File: src/rtl/uart_tx_frame.sv
// uart_tx_frame: UART transmitter for 5-9 bit words with optional odd/even/stick parity and 1/1.5/2 stop bits.
// Line-break support (BREAK state, brk_pend) is built only when UART_TX_BREAK_EN is defined.
module uart_tx_frame #(
  parameter int OV_SAMP   = 16,
  parameter int MAX_WIDTH = 9
) (
  input  logic                 i_clk,
  input  logic                 i_rst_n,
  input  logic                 i_baud,
  input  logic                 i_tx_en,
  input  logic                 i_valid,
  output logic                 o_ready,
  input  logic [MAX_WIDTH-1:0] i_data,
  input  logic [2:0]           i_width_sel,
  input  logic [2:0]           i_parity_sel,
  input  logic [1:0]           i_stop_sel,
  input  logic                 i_break,
  output logic                 o_tx,
  output logic                 o_tx_done,
  output logic                 o_busy
);

  localparam int            CW          = $clog2(2 * OV_SAMP);
  localparam logic [CW-1:0] BIT_LAST    = CW'(OV_SAMP - 1);
  localparam logic [CW-1:0] STOP15_LAST = CW'(3 * OV_SAMP / 2 - 1);
  localparam logic [CW-1:0] STOP2_LAST  = CW'(2 * OV_SAMP - 1);
  localparam logic [3:0]    WMAX        = 4'(MAX_WIDTH);

  typedef enum logic [2:0] {IDLE, START, DATA, PARITY, STOP, BREAK} state_t;
  state_t state, state_nxt;

  logic [CW-1:0]        cnt, cnt_last;
  logic [3:0]           bit_idx, width_q, width_dec;
  logic [MAX_WIDTH-1:0] shift_q, width_mask;
  logic                 par_on_q, par_bit_q, par_bit_dec;
  logic [1:0]           stop_q;
  logic                 brk_stop_q;
  logic                 brk_pend, tick_end, last_stop, xfer;

`ifdef UART_TX_BREAK_EN
  assign brk_pend = i_break;
`else
  logic unused_break;
  assign unused_break = i_break;
  assign brk_pend     = 1'b0;
`endif

  // Decode width and precompute the parity bit so the frame only carries the result.
  always_comb begin
    width_dec = (i_width_sel > 3'd4) ? WMAX : 4'(i_width_sel) + 4'd5;
    if (width_dec > WMAX) width_dec = WMAX;
    for (int i = 0; i < MAX_WIDTH; i++) width_mask[i] = (4'(i) < width_dec);
    par_bit_dec = i_parity_sel[1] ? i_parity_sel[0]
                                  : (^(i_data & width_mask)) ^ i_parity_sel[0];
  end

  // Break recovery always uses a single stop bit regardless of the latched stop select.
  always_comb begin
    cnt_last = BIT_LAST;
    if (state == STOP && !brk_stop_q) begin
      case (stop_q)
        2'b00:   cnt_last = BIT_LAST;
        2'b01:   cnt_last = STOP15_LAST;
        default: cnt_last = STOP2_LAST;
      endcase
    end
  end

  assign tick_end  = i_baud && (cnt == cnt_last);
  assign last_stop = (state == STOP) && tick_end;
  assign xfer      = i_valid && o_ready;

  always_ff @(posedge i_clk or negedge i_rst_n) begin
    if (!i_rst_n) state <= IDLE;
    else          state <= state_nxt;
  end

  always_comb begin
    state_nxt = state;
    case (state)
      IDLE:   if (brk_pend) state_nxt = BREAK;
              else if (xfer) state_nxt = START;
      START:  if (tick_end) state_nxt = DATA;
      DATA:   if (tick_end && bit_idx == width_q - 4'd1)
                state_nxt = par_on_q ? PARITY : STOP;
      PARITY: if (tick_end) state_nxt = STOP;
      STOP:   if (tick_end) begin
                if (brk_stop_q)    state_nxt = IDLE;
                else if (xfer)     state_nxt = START;
                else if (brk_pend) state_nxt = BREAK;
                else               state_nxt = IDLE;
              end
`ifdef UART_TX_BREAK_EN
      BREAK:  if (!i_break) state_nxt = STOP;
`endif
      default: state_nxt = IDLE;
    endcase
  end

  always_comb begin
    o_busy    = (state != IDLE);
    o_tx_done = last_stop && !brk_stop_q;
    o_ready   = i_tx_en && !brk_pend && ((state == IDLE) || o_tx_done);
    case (state)
      START, BREAK: o_tx = 1'b0;
      DATA:         o_tx = shift_q[0];
      PARITY:       o_tx = par_bit_q;
      default:      o_tx = 1'b1;
    endcase
  end

  always_ff @(posedge i_clk or negedge i_rst_n) begin
    if (!i_rst_n) begin
      cnt        <= '0;
      bit_idx    <= '0;
      shift_q    <= '0;
      width_q    <= '0;
      par_on_q   <= 1'b0;
      par_bit_q  <= 1'b0;
      stop_q     <= 2'b00;
      brk_stop_q <= 1'b0;
    end else begin
      if (state == IDLE || state == BREAK || tick_end) cnt <= '0;
      else if (i_baud)                                 cnt <= cnt + 1'b1;

      if (state != DATA)  bit_idx <= '0;
      else if (tick_end)  bit_idx <= bit_idx + 4'd1;

      if (xfer) begin
        shift_q    <= i_data;
        width_q    <= width_dec;
        par_on_q   <= i_parity_sel[2];
        par_bit_q  <= par_bit_dec;
        stop_q     <= i_stop_sel;
        brk_stop_q <= 1'b0;
      end else begin
        if (state == DATA && tick_end) shift_q <= shift_q >> 1;
        if (state == BREAK && state_nxt == STOP) brk_stop_q <= 1'b1;
      end
    end
  end

endmodule

File: config.mk
export PLATFORM = sky130hd
export DESIGN_NAME = uart_tx_frame
export DESIGN_NICKNAME = d
export VERILOG_FILES = /design/src/rtl/uart_tx_frame.sv
export SDC_FILE = /design/constraint.sdc
export NUM_CORES = 1
export LEC_CHECK = 0
export BUFFER_PORTS_ARGS = -buffer_cell sky130_fd_sc_hd__buf_2
export CORE_ASPECT_RATIO = 1.25
export CORE_UTILIZATION = 45
export CTS_BUF_LIST = sky130_fd_sc_hd__clkbuf_16
export CTS_CLUSTER_SIZE = 30
export DETAILED_ROUTE_END_ITERATION = 16
export PLACE_DENSITY = 0.76
export SLEW_MARGIN = 10
export SYNTH_ARGS = -nofsm -noshare
export SYNTH_HDL_FRONTEND = slang
export SYNTH_SLANG_ARGS = --single-unit
File: constraint.sdc
create_clock -name i_clk -period 2.7 [get_ports i_clk]
set_input_delay 0.135 -clock i_clk [delete_from_list [all_inputs] [get_ports i_clk]]
set_output_delay 0.135 -clock i_clk [all_outputs]
set_load 0.005 [all_outputs]
==> run_results.csv <==
group,metric,value,unit
status,status,"finished, final reports clean",
final_layout,num_antenna_cells,0,
placement,portBuffers,25,
die,dieArea,4270,µm²
min_path,hold_end,"stop_q[0]",
power_and_ir_drop,ir_drop,0.321,mV
drt,drt-total-wl,3780,µm
drt,drt_iter0_drc,62,
critical_path,path_buf_inv,0,
power_and_ir_drop,power_frac_clock,28.7,%
timing,fmax,425,MHz
global_route,grt_max_degree,31,
yosys,synth_top_area_share,41.6,%
timing,max_slew_margin,54.5,%
global_route,grtUsageTotal,20.6,%
timing,setup-tns-final,0,ns
clock_network,max-clock-path-buffers,2,
power_and_ir_drop,p_leak,0.978,nW
clock_network,cts-root-buf,"clkbuf_16",
drt,drc,0,
min_path,min_path_cells,3,
critical_path,timing.rr.start,"state[0]",
global_route,grt_overflow,0,
die,die_width,58.6,µm
yosys,synthFlopType,"dfrtp_1",
die,coreArea,3820,µm²
yosys,async_reset_ff_share,100,%
placement,finalWeightedCongestion,0.745,
critical_path,critPathKind,"reg -> reg",
yosys,yosysMostFrequentCell,"nand2_1",
critical_path,crit_path_max_incr_delay,0.50,ns
critical_path,worst-path-stages,7,
yosys,yosys-top-cells-count,"nand2_1 (32), dfrtp_1 (30), nor2_1 (20), a21oi_1 (17), xor2_1 (12)",
yosys,synth.ff_latch_count,30,
timing,slew_violations,0,
power_and_ir_drop,p_comb_share,29.0,%
yosys,ys_warn_count,0,
die,dieHeight,72.8,µm
final_layout,area_delta_synth_final,17.1,%
timing,fin_ws,0.346,ns
power_and_ir_drop,p_per_area,851,nW/µm²
critical_path,cp_cell_sequence,"nor4b_4 > o311a_1 > or2b_1 > and3_1 > nand3_1 > o2111ai_1 > nand2b_1",
final_layout,fin_nets,258,
yosys,synth_area,1800,µm²
yosys,synth_cells,204,
clock_network,cts-buffers-inserted,5,
drt,drtAntennaViolNets,0,
timing,fin_crit,2.35,ns
yosys,synth_cell_types,37,
min_path,hold_class,"in -> reg",
clock_network,cts_sinks,30,
clock_network,clk_latency,0.27,ns
timing,setup_viol,0,
clock_network,cts.reportedPaths.clkPinSlew,0.05,ns
critical_path,critPathLaunchType,"flop",
yosys,avgSynthCellArea,8.84,µm²
power_and_ir_drop,power.switching,0.608,mW
critical_path,rr_endpoint,"par_bit_q",
critical_path,cp_top_family,"simple AND/OR/NAND/NOR gates",
timing,hold_viol_final,0,
power_and_ir_drop,p_seq_share,42.2,%
drt,vias,1526,
yosys,synth_area_leaders,"dfrtp_1 (42%), nand2_1 (6.7%), xor2_1 (5.8%)",
global_route,antenna_found_initial,0,
drt,dr.pass1.iters,4,
timing,grt_setup_unrepaired,"no",
die,num_rows,25,
critical_path,cp_max_fo,14,
yosys,synth_edf_count,0,
critical_path,reg2reg_depth,7,
critical_path,ff2ff_setup_slack,0.35,ns
timing,tightest_slew,0.682,ns
global_route,grt_pass1_vias,1457,
final_layout,n_fill_cell,372,
final_layout,drive_above_1_share,16.0,%
clock_network,ctsHtreeMaxLevel,2,
placement,dp_hpwl,2750,µm
global_route,grt_pass1_wl,6580,µm
clock_network,postCtsSetupBuffers,0,
yosys,yosys.area.top_type,"dfrtp_1",
min_path,hp-start,"i_stop_sel[0]",
die,start_util,47.3,%
yosys,syn_nets,232,
timing,finClkSkew,0.00409,ns
placement,pre_cts_ws,0.394,ns
power_and_ir_drop,power.internal,1.19,mW
timing,timing.final.crit_share,87.2,%
clock_network,cts_tree,"done",
critical_path,endpoint_kind,"flop",
timing,holdWs,0.0583,ns
die,ioPinCount,27,
critical_path,arrival,2.56,ns
job,cap_violations,0,
critical_path,crit_required,2.91,ns
critical_path,cp_slowest_cell,"dfrtp_1",
power_and_ir_drop,swShare,33.8,%
drt,vias_per_cell,5.35,
yosys,synth-seq-area-share,41.6,%
drt,wl_per_cell,13.3,µm
-- worst max path at each step --
stage	startpoint	end	slack (ns)
final	state[0]	par_bit_q	0.35
after global routing	state[0]	par_bit_q	0.21
after CTS	state[0]	par_bit_q	0.35
after detailed placement	state[0]	shift_q[6]	0.39
after global placement	state[0]	width_q[2]	0.46
after floorplan	cnt[4]	shift_q[6]	0.68
-- per-layer routing --
layer | GRT usage [%] | part of all wire, % | vias to the layer above
li1 | - | - | 757
met1 | 25.0 | 45 | 734
met2 | 35.5 | 50 | 29
met3 | 4.43 | 3.0 | 6
met4 | 7.94 | 1.8 | 0
met5 | 0 | 0 | -
-- cells in the final DEF, fill, tap and decap left out, types with 3 or more instances in the layout --
master	n
mux2i_1	5
buf_4	3
xnor2_1	10
nand2_1	32
a21oi_1	17
and3_1	4
nand3_1	7
clkbuf_16	5
ha_1	5
xor2_1	12
nor3_1	6
buf_2	25
inv_1	7
dfrtp_1	30
nand4_1	4
o21ai_0	11
nor2_1	20
-- power groups by stage --
| stage | registers, mW | logic, mW | clock network (mW) |
|---|---|---|---|
| after global routing | 0.785 | 0.604 | 0.547 |
| after detailed placement | 0.765 | 0.526 | 0 |
| final | 0.759 | 0.521 | 0.517 |
| after floorplan | 0.704 | 0.441 | 0 |
| after CTS | 0.759 | 0.529 | 0.526 |
| after global placement | 0.754 | 0.499 | 0 |
-- repair_timing --
item | in CTS | in global routing
resized for setup | 0 | 0
hold endpoints to repair | 30 | 0
hold buffers | 1 | 0
-- tightest hold or removal path: stages --
cell and delay (ns):
buf_2 0.08, nand2_1 0.04, nand2_1 0.05
-- flip-flops by register name (all words and copies together) (netlist names) --
name and count:
width_q 4, bit_idx 4, state 3, cnt 5
par_on_q 1, brk_stop_q 1, stop_q 2, shift_q 9
par_bit_q 1
-- logic make-up (layout without fill, tap and decap cells) --
kind of cell	Yosys count	after routing	share of synthesized area, %
simple gates	87	87	24.3
compound gates	38	38	12.3
flops	30	30	41.6
xor+xnor	22	22	10.7
buf+inv	16	43	4.30
mux	6	6	3.40
fa+ha+maj	5	5	3.47
-- area by class of cell --
cell class              count  area (µm²)  share of cell area, %
clock buffers               5         125                   5.92
clock inverters             3        12.5                  0.592
inverters                   6        22.5                   1.07
multi-input cells         158         976                   46.2
flip-flops and latches     30         751                   35.5
well taps                  54        67.6                   3.20
repair buffers             29         158                   7.46
-- metrics by stage --
stage	instances	cell area, µm²	power [mW]	utilization, %
finish	285	2110	1.80	55.3
global route	285	2110	1.94	55.3
CTS	285	2110	1.81	55.3
detailed placement	276	1960	1.29	51.5
global placement	276	1960	1.25	51.5
floorplan	204	1800	1.14	-
Power figures use the tool's default switching activity.
